--- config.mk ---
export PLATFORM = sky130hd
export DESIGN_NAME = gps_code_sched
export DESIGN_NICKNAME = d
export VERILOG_FILES = /design/src/rtl/gps_pkg.sv /design/src/rtl/gps_chip_counter.sv /design/src/rtl/gps_code_sched.sv
export SDC_FILE = /design/constraint.sdc
export NUM_CORES = 1
export LEC_CHECK = 0
export ABC_CLOCK_PERIOD_IN_PS = 2500
export CAP_MARGIN = 5
export CORE_UTILIZATION = 49
export CTS_BUF_LIST = sky130_fd_sc_hd__clkbuf_4 sky130_fd_sc_hd__clkbuf_8 sky130_fd_sc_hd__clkbuf_16
export CTS_CLUSTER_SIZE = 8
export DETAILED_ROUTE_END_ITERATION = 16
export HOLD_SLACK_MARGIN = 0.15
export PLACE_DENSITY_LB_ADDON = 0.3
export REMOVE_ABC_BUFFERS = 1
export SYNTH_ARGS = -nofsm -noshare
export SYNTH_HDL_FRONTEND = slang
export SYNTH_HIERARCHICAL = 1
export SYNTH_SLANG_ARGS = --single-unit
--- constraint.sdc ---
create_clock -name gps_clk_fast -period 2.5 [get_ports gps_clk_fast]
set_input_delay 0.5 -clock gps_clk_fast [delete_from_list [all_inputs] [get_ports gps_clk_fast]]
set_output_delay 0.5 -clock gps_clk_fast [all_outputs]
set_load 0.01 [all_outputs]
--- src/rtl/gps_pkg.sv ---
// Shared state encoding and default timing constants for the GPS code scheduler.
package gps_pkg;

    typedef enum logic [2:0] {
        IDLE,
        WAIT_LOCK,
        RELEASE,
        RUN,
        STOPPING,
        FAULT
    } gps_state_e;

    localparam int SLOW_DIV       = 10;
    localparam int CA_LEN         = 1023;
    localparam int EPOCHS_PER_BIT = 20;
    localparam int LOCK_SETTLE    = 16;

endpackage

--- src/rtl/gps_chip_counter.sv ---
// Divider -> C/A chip -> epoch cascade; all strobes and indices are registered and
// describe the cycle they are visible in (en/clr refer to that upcoming cycle).
module gps_chip_counter #(
    parameter int SLOW_DIV       = gps_pkg::SLOW_DIV,
    parameter int CA_LEN         = gps_pkg::CA_LEN,
    parameter int EPOCHS_PER_BIT = gps_pkg::EPOCHS_PER_BIT
) (
    input  logic       clk,
    input  logic       rst_n,
    input  logic       clr,
    input  logic       en,
    output logic       ca_ce,
    output logic       ca_epoch,
    output logic       bit_epoch,
    output logic [9:0] chip_idx,
    output logic [4:0] epoch_idx
);
    import gps_pkg::*;

    localparam int DIV_W = (SLOW_DIV > 1) ? $clog2(SLOW_DIV) : 1;

    logic [DIV_W-1:0] div_q, div_d;
    logic             act_q;
    logic [9:0]       chip_d;
    logic [4:0]       epoch_d;
    logic             ca_ce_d, ca_epoch_d, bit_epoch_d;

    always_comb begin
        div_d   = div_q;
        chip_d  = chip_idx;
        epoch_d = epoch_idx;
        if (clr) begin
            div_d   = '0;
            chip_d  = '0;
            epoch_d = '0;
        end else if (en && act_q) begin
            // The first enabled cycle keeps the cleared values so it counts as div 0.
            if (div_q == DIV_W'(SLOW_DIV - 1)) begin
                div_d  = '0;
                chip_d = (chip_idx == 10'(CA_LEN - 1)) ? '0 : chip_idx + 10'd1;
                if (chip_idx == 10'(CA_LEN - 1)) begin
                    epoch_d = (epoch_idx == 5'(EPOCHS_PER_BIT - 1)) ? '0 : epoch_idx + 5'd1;
                end
            end else begin
                div_d = div_q + DIV_W'(1);
            end
        end
        ca_ce_d     = en && !clr && (div_d == DIV_W'(SLOW_DIV - 1));
        ca_epoch_d  = ca_ce_d && (chip_d == 10'(CA_LEN - 1));
        bit_epoch_d = ca_epoch_d && (epoch_d == 5'(EPOCHS_PER_BIT - 1));
    end

    always_ff @(posedge clk or negedge rst_n) begin
        if (!rst_n) begin
            div_q     <= '0;
            act_q     <= 1'b0;
            chip_idx  <= '0;
            epoch_idx <= '0;
            ca_ce     <= 1'b0;
            ca_epoch  <= 1'b0;
            bit_epoch <= 1'b0;
        end else begin
            div_q     <= div_d;
            act_q     <= en && !clr;
            chip_idx  <= chip_d;
            epoch_idx <= epoch_d;
            ca_ce     <= ca_ce_d;
            ca_epoch  <= ca_epoch_d;
            bit_epoch <= bit_epoch_d;
        end
    end

endmodule

--- src/rtl/gps_code_sched.sv ---
// Lock-qualified start/stop sequencer for the P and C/A code generators; every output
// is a flop loaded from the next-state decode so it matches the state it reports.
module gps_code_sched #(
    parameter int SLOW_DIV       = gps_pkg::SLOW_DIV,
    parameter int CA_LEN         = gps_pkg::CA_LEN,
    parameter int EPOCHS_PER_BIT = gps_pkg::EPOCHS_PER_BIT,
    parameter int LOCK_SETTLE    = gps_pkg::LOCK_SETTLE
) (
    input  logic       gps_clk_fast,
    input  logic       gps_rst_n,
    input  logic       mmcm_locked,
    input  logic       start_req,
    input  logic       stop_req,
    output logic       start_ack,
    output logic       core_rst,
    output logic       p_ce,
    output logic       ca_ce,
    output logic       ca_epoch,
    output logic       bit_epoch,
    output logic [9:0] chip_idx,
    output logic [4:0] epoch_idx,
    output logic       running,
    output logic       lock_err
);
    import gps_pkg::*;

    localparam int SETTLE_W = $clog2(LOCK_SETTLE + 1);

    if (CA_LEN < 1 || CA_LEN > 1024 || EPOCHS_PER_BIT < 1 || EPOCHS_PER_BIT > 32 ||
        SLOW_DIV < 1 || LOCK_SETTLE < 1) begin : g_param_check
        $error("gps_code_sched: CA_LEN must be 1..1024, EPOCHS_PER_BIT 1..32");
    end

    gps_state_e          state_q, state_d;
    logic                lock_meta, lock_sync;
    logic [SETTLE_W-1:0] settle_q, settle_d;
    logic                active_d;

    always_ff @(posedge gps_clk_fast or negedge gps_rst_n) begin
        if (!gps_rst_n) begin
            lock_meta <= 1'b0;
            lock_sync <= 1'b0;
        end else begin
            lock_meta <= mmcm_locked;
            lock_sync <= lock_meta;
        end
    end

    always_comb begin
        state_d  = state_q;
        settle_d = '0;
        case (state_q)
            IDLE: if (start_req) state_d = WAIT_LOCK;
            WAIT_LOCK: begin
                if (!start_req) begin
                    state_d = IDLE;
                end else if (lock_sync) begin
                    if (settle_q == SETTLE_W'(LOCK_SETTLE - 1)) state_d = RELEASE;
                    else settle_d = settle_q + SETTLE_W'(1);
                end
            end
            RELEASE: state_d = lock_sync ? RUN : FAULT;
            // Lock loss outranks stop so a dying clock never keeps enabling generators.
            RUN: begin
                if (!lock_sync)    state_d = FAULT;
                else if (stop_req) state_d = STOPPING;
            end
            STOPPING: begin
                if (!lock_sync)    state_d = FAULT;
                else if (ca_epoch) state_d = IDLE;
            end
            FAULT: if (start_req) state_d = WAIT_LOCK;
            default: state_d = IDLE;
        endcase
    end

    assign active_d = (state_d == RUN) || (state_d == STOPPING);

    always_ff @(posedge gps_clk_fast or negedge gps_rst_n) begin
        if (!gps_rst_n) begin
            state_q   <= IDLE;
            settle_q  <= '0;
            start_ack <= 1'b0;
            core_rst  <= 1'b1;
            p_ce      <= 1'b0;
            running   <= 1'b0;
            lock_err  <= 1'b0;
        end else begin
            state_q   <= state_d;
            settle_q  <= settle_d;
            start_ack <= (state_q == RELEASE) && (state_d == RUN);
            core_rst  <= state_d inside {IDLE, WAIT_LOCK, FAULT};
            p_ce      <= active_d;
            running   <= active_d;
            lock_err  <= (state_d == FAULT);
        end
    end

    gps_chip_counter #(
        .SLOW_DIV       (SLOW_DIV),
        .CA_LEN         (CA_LEN),
        .EPOCHS_PER_BIT (EPOCHS_PER_BIT)
    ) u_chip_counter (
        .clk       (gps_clk_fast),
        .rst_n     (gps_rst_n),
        .clr       (!active_d),
        .en        (active_d),
        .ca_ce     (ca_ce),
        .ca_epoch  (ca_epoch),
        .bit_epoch (bit_epoch),
        .chip_idx  (chip_idx),
        .epoch_idx (epoch_idx)
    );

endmodule

Word-level counts from Yosys, hierarchy flattened
Index checks and enable logic that the tools add are counted.
{"block": "word_totals", "ff_bits": 36, "input_bits": 5, "out_inout_bits": 23, "elab_cells": 70}
{"block": "classes", "addsub": 4, "n_eq_ne": 16, "mux": 26, "n_reduce_logical": 10}
{"op": "5-bit 2-to-1 mux", "count": 9}
{"op": "10-bit 2-to-1 mux", "count": 4}
{"op": "3-bit 2-to-1 mux", "count": 9}
{"op": "10-bit == test, second input constant", "count": 2}
{"op": "3-bit case mux with 5 select lines", "count": 1}
{"op": "3-bit == test, second input constant", "count": 4}
{"op": "4-bit 2-to-1 mux", "count": 3}
{"op": "10-bit by 1-bit adder with 10-bit output, second input constant", "count": 1}
{"op": "5-bit by 1-bit adder with 5-bit output, second input constant", "count": 2}
{"op": "5-bit == test, second input constant", "count": 2}
{"op": "3-bit by 2-bit == test with 1-bit output, second input constant", "count": 3}
{"op": "4-bit == test, second input constant", "count": 2}
{"op": "3-bit by 1-bit == test with 1-bit output, second input constant", "count": 2}
{"op": "3-bit zero test", "count": 2}
{"op": "5-bit by 4-bit == test with 1-bit output, second input constant", "count": 1}
{"op": "1-bit logical AND", "count": 5}
{"op": "4-bit by 1-bit adder with 4-bit output, second input constant", "count": 1}
{"op": "3-bit nonzero test", "count": 1}
{"op": "2-bit OR reduction", "count": 1}
{"op": "1-bit logical OR", "count": 1}

Longest topological paths before layout
{"block": "depth", "depth_word": 14, "mapped_depth": 11}

Hierarchy
Netlist, hierarchy kept.
{"module": "gps_chip_counter", "n_inst": 1, "cells_per_inst": 150, "area_each_um2": 1457.6, "seq_area_each_um2": 575.6}
{"module": "gps_code_sched", "n_inst": 1, "cells_per_inst": 55, "area_each_um2": 623.1, "seq_area_each_um2": 351.6}

Worst setup path after synthesis
Ideal clock, no wire load.
{"block": "synth_path", "path_kind": "reg2reg", "from": "register state_q[0]", "to": "register u_chip_counter.bit_epoch", "setup_ns": 0.119, "t_arrival_ns": 2.305, "required_time_ns": 2.381, "setup_slack_ns": 0.076, "stages_incl_launch_ff": 10, "synth_period_minus_slack_ns": 2.424, "path_cell_list": "dfrtp_1 -> and2b_2 -> o21ai_0 -> o21a_1 -> o2bb2ai_1 -> nand4_4 -> or4_1 -> o211a_1 -> o211ai_2 -> nor3_2"}
{"block": "synth_via", "word_cells_on_any_way": 32, "classes_between": "10 x eq/ne; 15 x mux; 7 x reduce/logical"}
{"element": "start, declared", "line_no": "gps_code_sched.sv:34", "source": "gps_state_e state_q, state_d;"}
{"element": "start signal, assigned", "line_no": "gps_code_sched.sv:89", "source": "state_q <= state_d;"}
{"element": "3-bit == test / 3-bit zero test (equally long branches)", "line_no": "gps_code_sched.sv:52", "source": "case (state_q)"}
{"element": "2-bit OR reduction (no source line)"}
{"element": "3-bit case mux with 5 select lines *", "line_no": "gps_code_sched.sv:52"}
{"element": "named net state_d[2]", "line_no": "gps_code_sched.sv:34"}
{"element": "3-bit by 2-bit == test with 1-bit output / 3-bit == test (equally long branches)", "line_no": "gps_code_sched.sv:77", "source": "assign active_d = (state_d == RUN) || (state_d == STOPPING);"}
{"element": "1-bit logical OR *", "line_no": "gps_code_sched.sv:77"}
{"element": "named net active_d", "line_no": "gps_code_sched.sv:37", "source": "logic active_d;"}
{"element": "1-bit logical AND", "line_no": "gps_chip_counter.sv:36", "source": "end else if (en && act_q) begin"}
{"element": "5-bit 2-to-1 mux", "line_no": "gps_chip_counter.sv:36"}
{"element": "5-bit 2-to-1 mux *", "line_no": "gps_chip_counter.sv:32", "source": "if (clr) begin"}
{"element": "named net u_chip_counter.epoch_d[4]", "line_no": "gps_chip_counter.sv:25", "source": "logic [4:0] epoch_d;"}
{"element": "5-bit == test *", "line_no": "gps_chip_counter.sv:50", "source": "bit_epoch_d = ca_epoch_d && (epoch_d == 5'(EPOCHS_PER_BIT - 1));"}
{"element": "1-bit logical AND *", "line_no": "gps_chip_counter.sv:50"}
{"element": "named net u_chip_counter.bit_epoch_d", "line_no": "gps_chip_counter.sv:26", "source": "logic ca_ce_d, ca_epoch_d, bit_epoch_d;"}
{"element": "end signal, assigned", "line_no": "gps_chip_counter.sv:69", "source": "bit_epoch <= bit_epoch_d;"}
{"element": "end, declared", "line_no": "gps_chip_counter.sv:14", "source": "output logic bit_epoch,"}
Mark *: on every way through the listed nets, which the timed path passes. The rest lies on a longest branch.

Worst setup path after layout
{"block": "layout_path", "from": "input start_req", "to": "register u_chip_counter.bit_epoch"}
{"block": "layout_via", "elab_chain_len": 11, "word_cells_on_any_way": 19, "classes_between": "5 x eq/ne; 9 x mux; 5 x reduce/logical"}
{"element": "start, declared", "line_no": "gps_code_sched.sv:12", "source": "input logic start_req,"}
{"element": "3-bit 2-to-1 mux, on equally long branches", "line_no": "gps_code_sched.sv:53, gps_code_sched.sv:72, gps_code_sched.sv:55"}
{"element": "3-bit case mux with 5 select lines *", "line_no": "gps_code_sched.sv:52"}
{"element": "3-bit by 2-bit == test with 1-bit output / 3-bit == test (equally long branches)", "line_no": "gps_code_sched.sv:77"}
{"element": "1-bit logical OR *", "line_no": "gps_code_sched.sv:77"}
{"element": "named net active_d", "line_no": "gps_code_sched.sv:37"}
{"element": "1-bit logical AND", "line_no": "gps_chip_counter.sv:36"}
{"element": "4-bit 2-to-1 mux", "line_no": "gps_chip_counter.sv:36"}
{"element": "4-bit 2-to-1 mux", "line_no": "gps_chip_counter.sv:32"}
{"element": "4-bit == test", "line_no": "gps_chip_counter.sv:48", "source": "ca_ce_d = en && !clr && (div_d == DIV_W'(SLOW_DIV - 1));"}
{"element": "1-bit logical AND", "line_no": "gps_chip_counter.sv:48"}
{"element": "1-bit logical AND", "line_no": "gps_chip_counter.sv:49", "source": "ca_epoch_d = ca_ce_d && (chip_d == 10'(CA_LEN - 1));"}
{"element": "1-bit logical AND *", "line_no": "gps_chip_counter.sv:50"}
{"element": "named net u_chip_counter.bit_epoch_d", "line_no": "gps_chip_counter.sv:26"}
Marks and branches as above.

==> results.ini <==
[place]
dpl.hpwl_um=3330
port_buffers=27
gp_congestion=0.817
place_ws_ns=-0.373
postPlaceCellArea_sq_um=2570

[synth]
synth_top_area_cell=dfrtp_1
ys_seq_elements=37
synthFlopType=dfrtp_1
synth_cell_types=62
synth_top_area_share=0.433
synth-async-reset-ratio=1.00
synthesis.area_sq_um=2080
synth_cells=205
synth_common_cells=dfrtp_1, nor2_1, nand2_1
synth_most_common_cell=dfrtp_1
synth_edf_count=0
ys_seq_area_frac=0.446
synth_area_leaders=dfrtp_1, nor2_1, xnor2_1
syn_avg_cell_area_sq_um=10.1
yosys_warnings=6

[routing]
drc=0
firstDrtPassIters=4
antenna_left=0
wirelength_um=4840
via_count=1749
wl_per_cell_um=15.4
drtIter0Drc=107
vias_per_cell=5.57

[grt]
grt_max_degree=38
grt_use_total=0.232
grt.overflow.total=0
grt_pass1_vias=1602
grt_pass1_wl_um=7650
antenna_found_initial=0

[flow_run]
cap_violations=0

[clock_tree]
cts.sinks=37
clock_latency_ns=0.30
holdBufCountCts=0
root_buffer=clkbuf_8
clk_pin_slew_ns=0.08
cts_tree=done
cts_buffer_depth=2
numCtsBuffers=5
htree_num_levels=2

[layout]
fill_cells=319
regArea_sq_um=927
finalInstanceArea_sq_um=2840
diodes=0
layout.nets=272
final_layout_size_suffix_gt1_frac=0.269
multi_input_comb_area_sq_um=1170
area_delta_synth_final_pct=36.3

[timing]
hold_viol=0
fin_crit_ns=2.40
final.setup.worst_slack_ns=0.0995
period_share=0.960
tightest_slew_ns=0.823
max_slew_margin=0.452
slew_violations=0
fmax_ghz=0.417
finalClockSkew_ns=0.00700
finalSetupViolCount=0
timing.hold.ws_ns=0.294

[power]
clockPowerShare=0.454
p_seq_frac=0.500
powerDensity_nw_per_um2=428
p_leak_nw=1.21
power.net_switching_uw=262
p_int_uw=950
power_frac_comb=0.046
netSwitchingFraction=0.216
peakVddDrop_v=0.000327

[critical_path]
r2r_slack_ns=0.17
slowest_delay_ns=0.51
cp.required_ns=2.72
crit_type=in2reg
path_max_fanout=4
cp.arrival_ns=2.62
critPathLaunchType=input pin
endpoint_kind=flop
cp_slowest_cell=clkdlybuf4s50_1
crit_chain=clkdlybuf4s50_1 > inv_1 > o21ai_1 > nand3_2 > o2bb2ai_4 > and3_2 > nand4_2 > buf_4 > o211ai_1 > a211o_1 > nor3_2

[die]
num_rows=23
start_util=0.516
chipHeight_um=67.2
core_area_sq_um=4030
die_w_um=67.2
io_pins=28
die-area_sq_um=4510

[min_path]
holdCritPathClass=in2async

[outcome]
status=finished, final reports clean

[logic make-up after synthesis]
kind of cell,Yosys count,synth area share
xor gates and xnor gates,18,0.0758
DFF,37,0.446
AOI/OAI and AO/OA,36,0.128
and+or+nand+nor,90,0.272
muxes,3,0.0144
buffers and inverters,17,0.0397
adders and majority gates,4,0.0241
[per-stage QoR]
stage | instances | utilization | power, mW | setup TNS, ns
after detailed placement | 302 | 0.639 | 0.669 | -3.93
after floorplan | 196 | - | 0.636 | 0
after CTS | 311 | 0.680 | 1.22 | 0
final | 314 | 0.704 | 1.21 | 0
after global placement | 302 | 0.639 | 0.668 | -3.44
after global routing | 314 | 0.704 | 1.26 | -0.00299
[worst paths after layout]
| kind | depth (start not counted) | start | endpoint |
|---|---|---|---|
| max in group asynchronous | 1 | gps_rst_n | u_chip_counter/bit_epoch$_DFF_PN0_ |
| max | 11 | start_req | u_chip_counter/bit_epoch$_DFF_PN0_ |
| min | 1 | gps_rst_n | settle_q[3]$_DFF_PN0_ |
| max reg2reg | 9 | state_q[1]$_DFF_PN0_ | u_chip_counter/bit_epoch$_DFF_PN0_ |
| min in group gps_clk_fast | 0 | lock_meta$_DFF_PN0_ | lock_sync$_DFF_PN0_ |
| min reg2reg | 0 | lock_meta$_DFF_PN0_ | lock_sync$_DFF_PN0_ |
[what timing repair did]
action,in CTS,in global routing
gates resized for setup,5,16
pin swaps,3,15
endpoints found under the setup margin,2,14
buffers inserted,1,3
[per-layer routing]
metal,part of all wire,global-route usage,vias up
li1,-,-,850
met1,0.46,0.302,849
met3,0.042,0.0524,6
met5,0,0,-
met2,0.49,0.374,44
met4,0.013,0.0904,0
[registers in the layout, indices dropped and copies added, names as in the netlist, 3 cells and up]
register and cells:
u_chip_counter/chip_idx 10, settle_q 5, u_chip_counter/epoch_idx 5, u_chip_counter/div_q 4
state_q 3
[power by group through the flow]
stage          combinational [mW]  sequential, mW  clock [mW]
4_1_cts                    0.0525           0.606       0.559
3_3_place_gp               0.0500           0.618           0
6_report                   0.0554           0.606       0.550
3_5_place_dp               0.0509           0.618           0
5_1_grt                    0.0622           0.607       0.595
2_1_floorplan              0.0157           0.620           0
[cells in the final DEF, fill, tap and decap left out, types with 3 or more instances in the layout]
cell	n
a21oi_1	6
and3_1	3
buf_4	31
clkbuf_8	6
clkdlybuf4s50_1	25
dfrtp_1	36
ha_1	4
inv_1	8
mux2i_1	3
nand2_1	12
nand2b_1	5
nand3_1	5
nand4_1	7
nor2_1	23
nor3_1	4
nor4_4	3
o21ai_0	5
o21ai_1	3
xnor2_1	9
xor2_1	9
[layout make-up]
class                   instances  share of cell area
clock buffers                   6              0.0291
clock inverters                 2              0.0132
inverters                       8              0.0106
multi-input cells             151               0.414
flip-flops and latches         37               0.327
well taps                      50              0.0221
repair buffers                 60               0.184
[worst max-delay path, delay by kind of cell]
kind                   cells  cell delay, ns
AO/OA/AOI/OAI              4            0.77
buffers and inverters      3            0.69
AND/OR/NAND/NOR            4            0.65
No activity file was read; power rests on OpenSTA's default activity.
